==> src/rtl/rtc_bus_transactor.sv <==
// Single-byte read/write transactor for the RTC multiplexed A/D bus (address phase, gap, data phase).
// Optional BCD nibble check on read data is enabled by defining RTC_BCD_CHECK_EN.
module rtc_bus_transactor #(
  parameter int unsigned T_SETUP = 2,
  parameter int unsigned T_PULSE = 4,
  parameter int unsigned T_HOLD  = 2,
  parameter int unsigned T_GAP   = 3
) (
  input  logic       clk,
  input  logic       reset,
  input  logic       start_write,
  input  logic       start_read,
  input  logic [7:0] direccion,
  input  logic [7:0] dato_escritura,
  output logic [7:0] dato_leido,
  output logic       listo_escribe,
  output logic       listo_lee,
  output logic       ocupado,
  output logic       error_bcd,
  output logic [7:0] ad_out,
  output logic       ad_oe,
  input  logic [7:0] ad_in,
  output logic       cs_n,
  output logic       rd_n,
  output logic       wr_n,
  output logic       a_d
);

  localparam int unsigned CNT_W  = 8;
  localparam int unsigned BYTE_W = 8;

  localparam logic [CNT_W-1:0] LD_SETUP = CNT_W'(T_SETUP - 1);
  localparam logic [CNT_W-1:0] LD_PULSE = CNT_W'(T_PULSE - 1);
  localparam logic [CNT_W-1:0] LD_HOLD  = CNT_W'(T_HOLD - 1);
  localparam logic [CNT_W-1:0] LD_GAP   = CNT_W'(T_GAP - 1);

  typedef enum logic [3:0] {
    S_IDLE, S_ADDR_SETUP, S_ADDR_PULSE, S_ADDR_HOLD, S_GAP,
    S_DATA_SETUP, S_DATA_PULSE, S_DATA_HOLD, S_DONE
  } state_e;

  state_e              state_q, state_d;
  logic [CNT_W-1:0]    cnt_q, cnt_d;
  logic                op_wr_q, op_wr_d;
  logic [BYTE_W-1:0]   addr_q, addr_d;
  logic [BYTE_W-1:0]   data_q, data_d;
  logic [BYTE_W-1:0]   dato_q, dato_d;
  logic                capture;

  logic                cs_n_q, cs_n_d, rd_n_q, rd_n_d, wr_n_q, wr_n_d;
  logic                a_d_q, a_d_d, ad_oe_q, ad_oe_d;
  logic [BYTE_W-1:0]   ad_out_q, ad_out_d;
  logic                le_q, le_d, ll_q, ll_d, occ_q, occ_d;

  // Next-state, operand latching and read capture
  always_comb begin
    state_d = state_q;
    cnt_d   = cnt_q;
    op_wr_d = op_wr_q;
    addr_d  = addr_q;
    data_d  = data_q;
    dato_d  = dato_q;
    capture = 1'b0;
    case (state_q)
      S_IDLE: begin
        if (start_write || start_read) begin
          op_wr_d = start_write;
          addr_d  = direccion;
          data_d  = dato_escritura;
          state_d = S_ADDR_SETUP;
          cnt_d   = LD_SETUP;
        end
      end
      default: begin
        if (cnt_q == '0) begin
          case (state_q)
            S_ADDR_SETUP: begin state_d = S_ADDR_PULSE; cnt_d = LD_PULSE; end
            S_ADDR_PULSE: begin state_d = S_ADDR_HOLD;  cnt_d = LD_HOLD;  end
            S_ADDR_HOLD:  begin state_d = S_GAP;        cnt_d = LD_GAP;   end
            S_GAP:        begin state_d = S_DATA_SETUP; cnt_d = LD_SETUP; end
            S_DATA_SETUP: begin state_d = S_DATA_PULSE; cnt_d = LD_PULSE; end
            S_DATA_PULSE: begin
              state_d = S_DATA_HOLD;
              cnt_d   = LD_HOLD;
              capture = !op_wr_q;
            end
            S_DATA_HOLD:  begin state_d = S_DONE;       cnt_d = '0;       end
            default:      begin state_d = S_IDLE;       cnt_d = '0;       end
          endcase
        end else begin
          cnt_d = cnt_q - CNT_W'(1);
        end
      end
    endcase
    if (capture) dato_d = ad_in;
  end

  // Bus and status outputs decoded from the state being entered, then registered
  always_comb begin
    cs_n_d   = 1'b1;
    rd_n_d   = 1'b1;
    wr_n_d   = 1'b1;
    a_d_d    = 1'b0;
    ad_oe_d  = 1'b0;
    ad_out_d = '0;
    le_d     = 1'b0;
    ll_d     = 1'b0;
    occ_d    = (state_d != S_IDLE);
    case (state_d)
      S_ADDR_SETUP, S_ADDR_PULSE, S_ADDR_HOLD: begin
        cs_n_d   = 1'b0;
        ad_oe_d  = 1'b1;
        ad_out_d = addr_d;
        wr_n_d   = (state_d != S_ADDR_PULSE);
      end
      S_DATA_SETUP, S_DATA_PULSE, S_DATA_HOLD: begin
        cs_n_d = 1'b0;
        a_d_d  = 1'b1;
        if (op_wr_d) begin
          ad_oe_d  = 1'b1;
          ad_out_d = data_d;
          wr_n_d   = (state_d != S_DATA_PULSE);
        end else begin
          rd_n_d   = (state_d != S_DATA_PULSE);
        end
      end
      S_DONE: begin
        le_d = op_wr_d;
        ll_d = !op_wr_d;
      end
      default: ;
    endcase
  end

  always_ff @(posedge clk) begin
    if (!reset) begin
      state_q  <= S_IDLE;
      cnt_q    <= '0;
      op_wr_q  <= 1'b0;
      addr_q   <= '0;
      data_q   <= '0;
      dato_q   <= '0;
      cs_n_q   <= 1'b1;
      rd_n_q   <= 1'b1;
      wr_n_q   <= 1'b1;
      a_d_q    <= 1'b0;
      ad_oe_q  <= 1'b0;
      ad_out_q <= '0;
      le_q     <= 1'b0;
      ll_q     <= 1'b0;
      occ_q    <= 1'b0;
    end else begin
      state_q  <= state_d;
      cnt_q    <= cnt_d;
      op_wr_q  <= op_wr_d;
      addr_q   <= addr_d;
      data_q   <= data_d;
      dato_q   <= dato_d;
      cs_n_q   <= cs_n_d;
      rd_n_q   <= rd_n_d;
      wr_n_q   <= wr_n_d;
      a_d_q    <= a_d_d;
      ad_oe_q  <= ad_oe_d;
      ad_out_q <= ad_out_d;
      le_q     <= le_d;
      ll_q     <= ll_d;
      occ_q    <= occ_d;
    end
  end

`ifdef RTC_BCD_CHECK_EN
  logic err_q;

  // Flag read data whose nibbles are not valid BCD digits
  always_ff @(posedge clk) begin
    if (!reset) begin
      err_q <= 1'b0;
    end else if (capture) begin
      err_q <= (ad_in[7:4] > 4'd9) || (ad_in[3:0] > 4'd9);
    end
  end

  assign error_bcd = err_q;
`else
  assign error_bcd = 1'b0;
`endif

  assign dato_leido    = dato_q;
  assign listo_escribe = le_q;
  assign listo_lee     = ll_q;
  assign ocupado       = occ_q;
  assign ad_out        = ad_out_q;
  assign ad_oe         = ad_oe_q;
  assign cs_n          = cs_n_q;
  assign rd_n          = rd_n_q;
  assign wr_n          = wr_n_q;
  assign a_d           = a_d_q;

endmodule

==> config.mk <==
export PLATFORM = sky130hd
export DESIGN_NAME = rtc_bus_transactor
export DESIGN_NICKNAME = d
export VERILOG_FILES = /design/src/rtl/rtc_bus_transactor.sv
export SDC_FILE = /design/constraint.sdc
export NUM_CORES = 1
export LEC_CHECK = 0
export BUFFER_PORTS_ARGS = -buffer_cell sky130_fd_sc_hd__buf_2
export CORE_UTILIZATION = 35
export DETAILED_ROUTE_END_ITERATION = 7
export MAX_ROUTING_LAYER = met4
export PLACE_DENSITY_LB_ADDON = 0.15
export SETUP_SLACK_MARGIN = 0.15
export SLEW_MARGIN = 20
export SYNTH_ARGS = -nofsm -noshare
export SYNTH_HDL_FRONTEND = slang
export SYNTH_SLANG_ARGS = --single-unit
export TNS_END_PERCENT = 10
==> constraint.sdc <==
create_clock -name clk -period 2.75 [get_ports clk]
set_input_delay 0.55 -clock clk [delete_from_list [all_inputs] [get_ports clk]]
set_output_delay 0.55 -clock clk [all_outputs]
set_load 0.02 [all_outputs]
==> results of run 1 <==
## sequential cells by signal (all words and copies together) (netlist names)
| register | flops |
|---|---|
| ad_oe | 1 |
| op_wr_q | 1 |
| state_q | 4 |
| wr_n | 1 |
| data_q | 8 |
| addr_q | 8 |
| listo_escribe | 1 |
| listo_lee | 1 |
| cnt_q | 8 |
| ocupado | 1 |
| dato_leido | 8 |
| rd_n | 1 |
| a_d | 1 |
| cs_n | 1 |
| ad_out | 8 |
## cell families after synthesis
logic type	Yosys count
AO/OA/AOI/OAI	98
AND/OR/NAND/NOR	74
buffers and inverters	29
multiplexers	8
adder cells (fa/ha/maj)	2
flip-flops	53
other	1
## power breakdown
part           switching (uW)  internal [uW]
combinational            1090            680
sequential                163            967
clock                     283            186
total                    1530           1830
## per-layer routing
metal | up-vias | track usage [%] | routed length [um]
met5 | - | - | 0
met4 | 0 | 5.91 | 113
met3 | 11 | 3.33 | 264
met2 | 57 | 27.9 | 2820
met1 | 1050 | 23.8 | 3000
li1 | 1102 | - | -
## cell type report
| cell class | count | area, um^2 | area share, % |
|---|---|---|---|
| sequential | 53 | 1060 | 35.8 |
| clock inverter | 3 | 25.0 | 0.845 |
| multi-input combinational | 183 | 1330 | 44.9 |
| tap | 96 | 120 | 4.05 |
| timing repair buffer | 62 | 338 | 11.4 |
| inverter | 5 | 18.8 | 0.633 |
| clock buffer | 5 | 68.8 | 2.32 |
## per-stage QoR
step                util [%]  cells  setup WS [ns]  area, um^2  hold slack [ns]
finish                  43.1    407          0.291        2960            0.459
global route            43.1    407          0.173        2960            0.470
CTS                     43.1    407          0.290        2960            0.458
detailed placement      41.8    399          0.323        2870            0.481
global placement        41.8    399          0.384        2870            0.469
floorplan                  -    265          0.553        2520            0.505
## synth_stat cells, types with 2 or more instances
cell type | number | area [um^2]
buf_2 | 2 | 10.0
or4_1 | 3 | 22.5
ha_1 | 2 | 25.0
o211ai_1 | 12 | 90.1
nor4_4 | 2 | 42.5
and2_1 | 2 | 12.5
o21a_1 | 16 | 120
o221ai_1 | 9 | 78.8
o211a_1 | 3 | 30.0
nor4_1 | 4 | 25.0
a21boi_0 | 18 | 135
nand3_1 | 3 | 15.0
dfxtp_1 | 53 | 1060
o221a_2 | 2 | 22.5
inv_1 | 4 | 15.0
a221oi_1 | 8 | 70.1
a21oi_1 | 9 | 45.0
nor2_1 | 18 | 67.6
mux2i_1 | 8 | 80.1
buf_4 | 2 | 15.0
a21o_1 | 2 | 15.0
a211oi_1 | 4 | 30.0
nand2_1 | 4 | 15.0
o21ai_0 | 3 | 15.0
or3b_2 | 3 | 26.3
nor3_1 | 5 | 25.0
and3_1 | 17 | 106
clkbuf_1 | 19 | 71.3
or3_1 | 5 | 31.3
## critical path: cells and delay by family (launching register included)
kind | cells | cell delay (ns)
and+or+nand+nor | 2 | 1.16
AOI/OAI and AO/OA | 2 | 0.77
DFF | 1 | 0.40
## how the worst max path moves through the flow
stage / endpoint / slack [ns] / cells past startpoint
4_1_cts: wr_n$_SDFF_PN1_ / 0.29 / 4
3_5_place_dp: wr_n$_SDFF_PN1_ / 0.32 / 4
6_report: wr_n$_SDFF_PN1_ / 0.29 / 4
5_1_grt: wr_n$_SDFF_PN1_ / 0.17 / 6
3_3_place_gp: wr_n$_SDFF_PN1_ / 0.38 / 4
2_1_floorplan: wr_n$_SDFF_PN1_ / 0.55 / 7
==> impl_metrics.ini, run 1 <==
[cells_and_area]
layout-drive-gt1-share_pct = 26.4
diodes = 0
layout_commonest_cell = dfxtp_1
final_cell_mix = dfxtp_1, buf_2, nor2_1, a21boi_0, and3_1
syn_to_final_growth_pct = 17.6
nNetsFinal = 340
fillCellCount = 699

[global_route]
globalRouteTotalUtil_pct = 18.1
grt_pass1_wl_um = 10200
grt_max_degree = 37
antenna_found_initial = 0
grt_overflow = 0
grt_pass1_vias = 2045

[routing]
drc = 0
viasPerCell = 5.45
postRouteAntennaNets = 0
routed_wl_um = 6190
wire_per_inst_um = 15.2
vias = 2220
drt_iter0_drc = 112
first_pass_iters = 4

[power]
peakVddDrop_v = 0.000437
finalPower_uw = 3360
p_per_area_nw_per_um2 = 1140
p_leak_uw = 0.00129

[setup_path]
rrSetupSlack_ns = 0.29
arrival_ns = 2.65
r2r_end = wr_n$_SDFF_PN1_
rr_startpoint = cnt_q[3]$_SDFFE_PN0P_
critPathSlowestCell = or4_1
cp-end-kind = flip-flop
cp.required_ns = 2.94
crit_top_cell = or4_1
r2r.worst_path.cells = 4
worstPathCellList = or4_1 > o31ai_4 > a211oi_2 > or4_1
crit_type = flip-flop to flip-flop
critPathMaxFanout = 10
cpPeakStageDelay_ns = 0.73
critPathLaunchType = flip-flop
crit_start = cnt_q[3]$_SDFFE_PN0P_

[hold_path]
hp-start = ad_in[7]
min_path_cells = 3
hold_path.class = input pin to flip-flop
worstHoldEndpoint = dato_leido[7]$_SDFFE_PN0P_

[job]
maxCapViolCount = 0

[synth]
synth_seq_cells = 53
synth_top_family_by_area = compound AO/OA/AOI/OAI gates
async_flop_share_pct = 0
muxShareOfSynthArea_pct = 3.18
syn-mean-instance-area_um2 = 9.50
synth_warnings = 0
syn-num-nets = 295
syn_area_um2 = 2520
synth_xor_area_share_pct = 0
synth_ff_type = dfxtp_1
synthAdderAreaFrac_pct = 0.994
yosys.area_share.simple_pct = 18.1
yosysSeqAreaShare_pct = 42.1
syn_inst = 265
synth_edf_count = 0
synth.distinct_cells = 52
synth_compound_area_share_pct = 30.5

[cts]
clk_pin_slew_ns = 0.11
cts_made_buffers = 5
post-cts-setup-buffers = 0
cts_tree = yes
cts.repair.resized = 0
cts_hold_buf = 0
cts_buffer_depth = 2
clockRootBuffer = clkbuf_8
htreeDepth = 2
clkLatencyLatePin_ns = 0.32
clock_sinks = 53

[timing]
setup_viol = 0
rsz0062_at_grt = no
hold_violations = 0
relSlewSlack_pct = 60.5
period_share_pct = 89.4
finClkSkew_ns = 0.0110
fin_tns_setup_ns = 0
drv_slew = 0
fmax_mhz = 407
period_needed_ns = 2.46
tightest_slew_ns = 0.590

[floorplanning]
coreArea_um2 = 6870
dieHeight_um = 86.8
fp.dieArea_um2 = 7540
placementRows = 30
io_pins = 53
dieWidth_um = 86.8
start_util_pct = 36.7

[status]
status = finished clean

[place]
finalWeightedCongestion = 0.779
place_hpwl_um = 4170
port_buffers = 51
No activity file was read; power rests on OpenSTA's default activity.
==> run 2, diff against run 1 <==
--- a/config.mk
+++ b/config.mk
@@ -5,11 +5,12 @@
 export SDC_FILE = /design/constraint.sdc
 export NUM_CORES = 1
 export LEC_CHECK = 0
+export ABC_AREA = 1
 export BUFFER_PORTS_ARGS = -buffer_cell sky130_fd_sc_hd__buf_2
 export CORE_UTILIZATION = 35
 export DETAILED_ROUTE_END_ITERATION = 7
 export MAX_ROUTING_LAYER = met4
-export PLACE_DENSITY_LB_ADDON = 0.15
+export PLACE_DENSITY = 0.51
 export SETUP_SLACK_MARGIN = 0.15
 export SLEW_MARGIN = 20
 export SYNTH_ARGS = -nofsm -noshare
==> run 2 against run 1 <==
Total power decreased by 3.5%. Highest routed layer unchanged. Hold slack improved by 0.0082 ns. Clock skew increased by 0.0011 ns. Sequential power decreased by 5%. Worst setup slack improved by 0.57 ns. Wire length decreased by 17%. Clock power decreased by 2%.
==> impl_metrics.ini, run 2 <==
[timing]
setup_viol = 0
period_needed_ns = 1.89
drv_slew = 0
worst_slack_ns = 0.859
fin_tns_setup_ns = 0
rsz0062_at_grt = no
tightest_slew_ns = 0.880
finClkSkew_ns = 0.0120
relSlewSlack_pct = 41.4
hold_ws_ns = 0.467
fmax_mhz = 529
period_share_pct = 68.8
hold_violations = 0

[cells_and_area]
post-route-util_pct = 42.5
layout-drive-gt1-share_pct = 30.1
nNetsFinal = 394
postLayoutCellArea_um2 = 2890
diodes = 0
layout_commonest_cell = nand2_1
final_cell_mix = nand2_1, nor2_1, dfxtp_1
syn_to_final_growth_pct = 17.1

[synth]
syn_area_um2 = 2460
synthDominantCellAreaShare_pct = 43.0
syn_inst = 314
synthTopCellsByArea = dfxtp_1, nand2_1, nor2_1
async_flop_share_pct = 0
synth_warnings = 0
synth_edf_count = 0
syn-mean-instance-area_um2 = 7.85
yosys.cell_count.top_type = nand2_1
yosys.area.top_type = dfxtp_1
synth_ff_type = dfxtp_1
syn-num-nets = 344
synth_seq_cells = 53
synth.distinct_cells = 33
synthTopCellsByCount = nand2_1, nor2_1, dfxtp_1, inv_1, a21oi_1
yosysSeqAreaShare_pct = 43.0

[setup_path]
arrival_ns = 2.09
cp.required_ns = 2.95
critPathSlowestCell = a21oi_1
crit_type = flip-flop to flip-flop
cp_num_buf_inv = 1
critPathMaxFanout = 11
rr_startpoint = state_q[1]$_SDFF_PN0_
cpPeakStageDelay_ns = 0.68
rrSetupSlack_ns = 0.86
r2r_end = ad_out[5]$_SDFF_PN0_
worstPathCellList = nor2_2 > nand2_4 > inv_2 > nand2_2 > a21oi_1 > nor2_1 > nand3_1 > a21oi_2
cp_top_family = compound AO/OA/AOI/OAI gates
r2r.worst_path.cells = 8
critPathLaunchType = flip-flop
cp-end-kind = flip-flop

[power]
p_per_area_nw_per_um2 = 1130
peakVddDrop_v = 0.000457
p_leak_uw = 0.00130

[routing]
viasPerCell = 4.40
vias = 2028
postRouteAntennaNets = 0
drc = 0
routed_wl_um = 5170
wire_per_inst_um = 11.2
first_pass_iters = 4
drt_iter0_drc = 75

[cts]
cts_made_buffers = 5
clkLatencyLatePin_ns = 0.31
post-cts-setup-buffers = 0
cts_tree = yes
clock_sinks = 53
htreeDepth = 2
cts_hold_buf = 0
clk_pin_slew_ns = 0.10
cts_buffer_depth = 2
clockRootBuffer = clkbuf_8
cts.repair.resized = 0

[hold_path]
min_path_cells = 2
worstHoldEndpoint = cnt_q[1]$_SDFFE_PN0P_
hold_path.class = flip-flop to flip-flop
hp-start = cnt_q[1]$_SDFFE_PN0P_

[place]
finalWeightedCongestion = 0.773
place_ws_ns = 0.710
port_buffers = 51
place_hpwl_um = 3650
dpl-instance-area_um2 = 2790

[floorplanning]
dieHeight_um = 85.9
dieWidth_um = 85.9
placementRows = 30
coreArea_um2 = 6790
start_util_pct = 36.3
io_pins = 53
fp.dieArea_um2 = 7380

[global_route]
grt_overflow = 0
antenna_found_initial = 0
globalRouteTotalUtil_pct = 15.9
grt_pass1_vias = 1848
grt_pass1_wl_um = 8830
grt_max_degree = 24

[status]
status = finished clean

[job]
maxCapViolCount = 0
## run 2: per-stage QoR
stage	std cells	power [uW]
3_5_place_dp	453	2820
5_1_grt	461	3540
4_1_cts	461	3310
6_report	461	3250
2_1_floorplan	314	2560
3_3_place_gp	453	2830
## run 2: worst min-delay path, stage by stage (launching register included)
cell	delay [ns]
dfxtp_1	0.32
nand2_1	0.06
a21oi_1	0.05
## run 2: logic make-up (layout without fill, tap and decap cells)
group	after synthesis	after routing	share of synthesized area, %
buffers and inverters	39	90	7.26
AO/OA/AOI/OAI	54	54	13.0
XOR/XNOR	3	3	1.07
flip-flops	53	53	43.0
other	1	1	0.152
adder cells (fa/ha/maj)	2	2	1.02
AND/OR/NAND/NOR	162	162	34.5
## run 2: cell type report
| type | count | area [um^2] |
|---|---|---|
| fill | 720 | 3910 |
| clock inverter | 2 | 13.8 |
| inverter | 28 | 105 |
| multi-input combinational | 222 | 1220 |
| timing repair buffer | 54 | 278 |
| sequential | 53 | 1060 |
| clock buffer | 6 | 82.6 |
| tap | 96 | 120 |
## run 2: power breakdown
part           switching (uW)  internal [uW]
Combinational            1170            552
Sequential               85.9            983
Clock                     256            204
## run 2: worst max path at each step
stage	to	from	cells past startpoint
6_report	ad_out[5]$_SDFF_PN0_	state_q[1]$_SDFF_PN0_	8
5_1_grt	ad_out[5]$_SDFF_PN0_	state_q[1]$_SDFF_PN0_	8
4_1_cts	ad_out[5]$_SDFF_PN0_	state_q[2]$_SDFF_PN0_	8
3_5_place_dp	ad_out[5]$_SDFF_PN0_	start_write	8
3_3_place_gp	ad_out[7]$_SDFF_PN0_	start_write	8
2_1_floorplan	ad_out[6]$_SDFF_PN0_	start_read	9
## run 2: routing by layer
| metal | part of all wire, % | GRT usage, % |
|---|---|---|
| met5 | 0 | - |
| met4 | 1.5 | 5.45 |
| met3 | 3.7 | 4.14 |
| met2 | 46 | 24.6 |
| met1 | 49 | 20.2 |
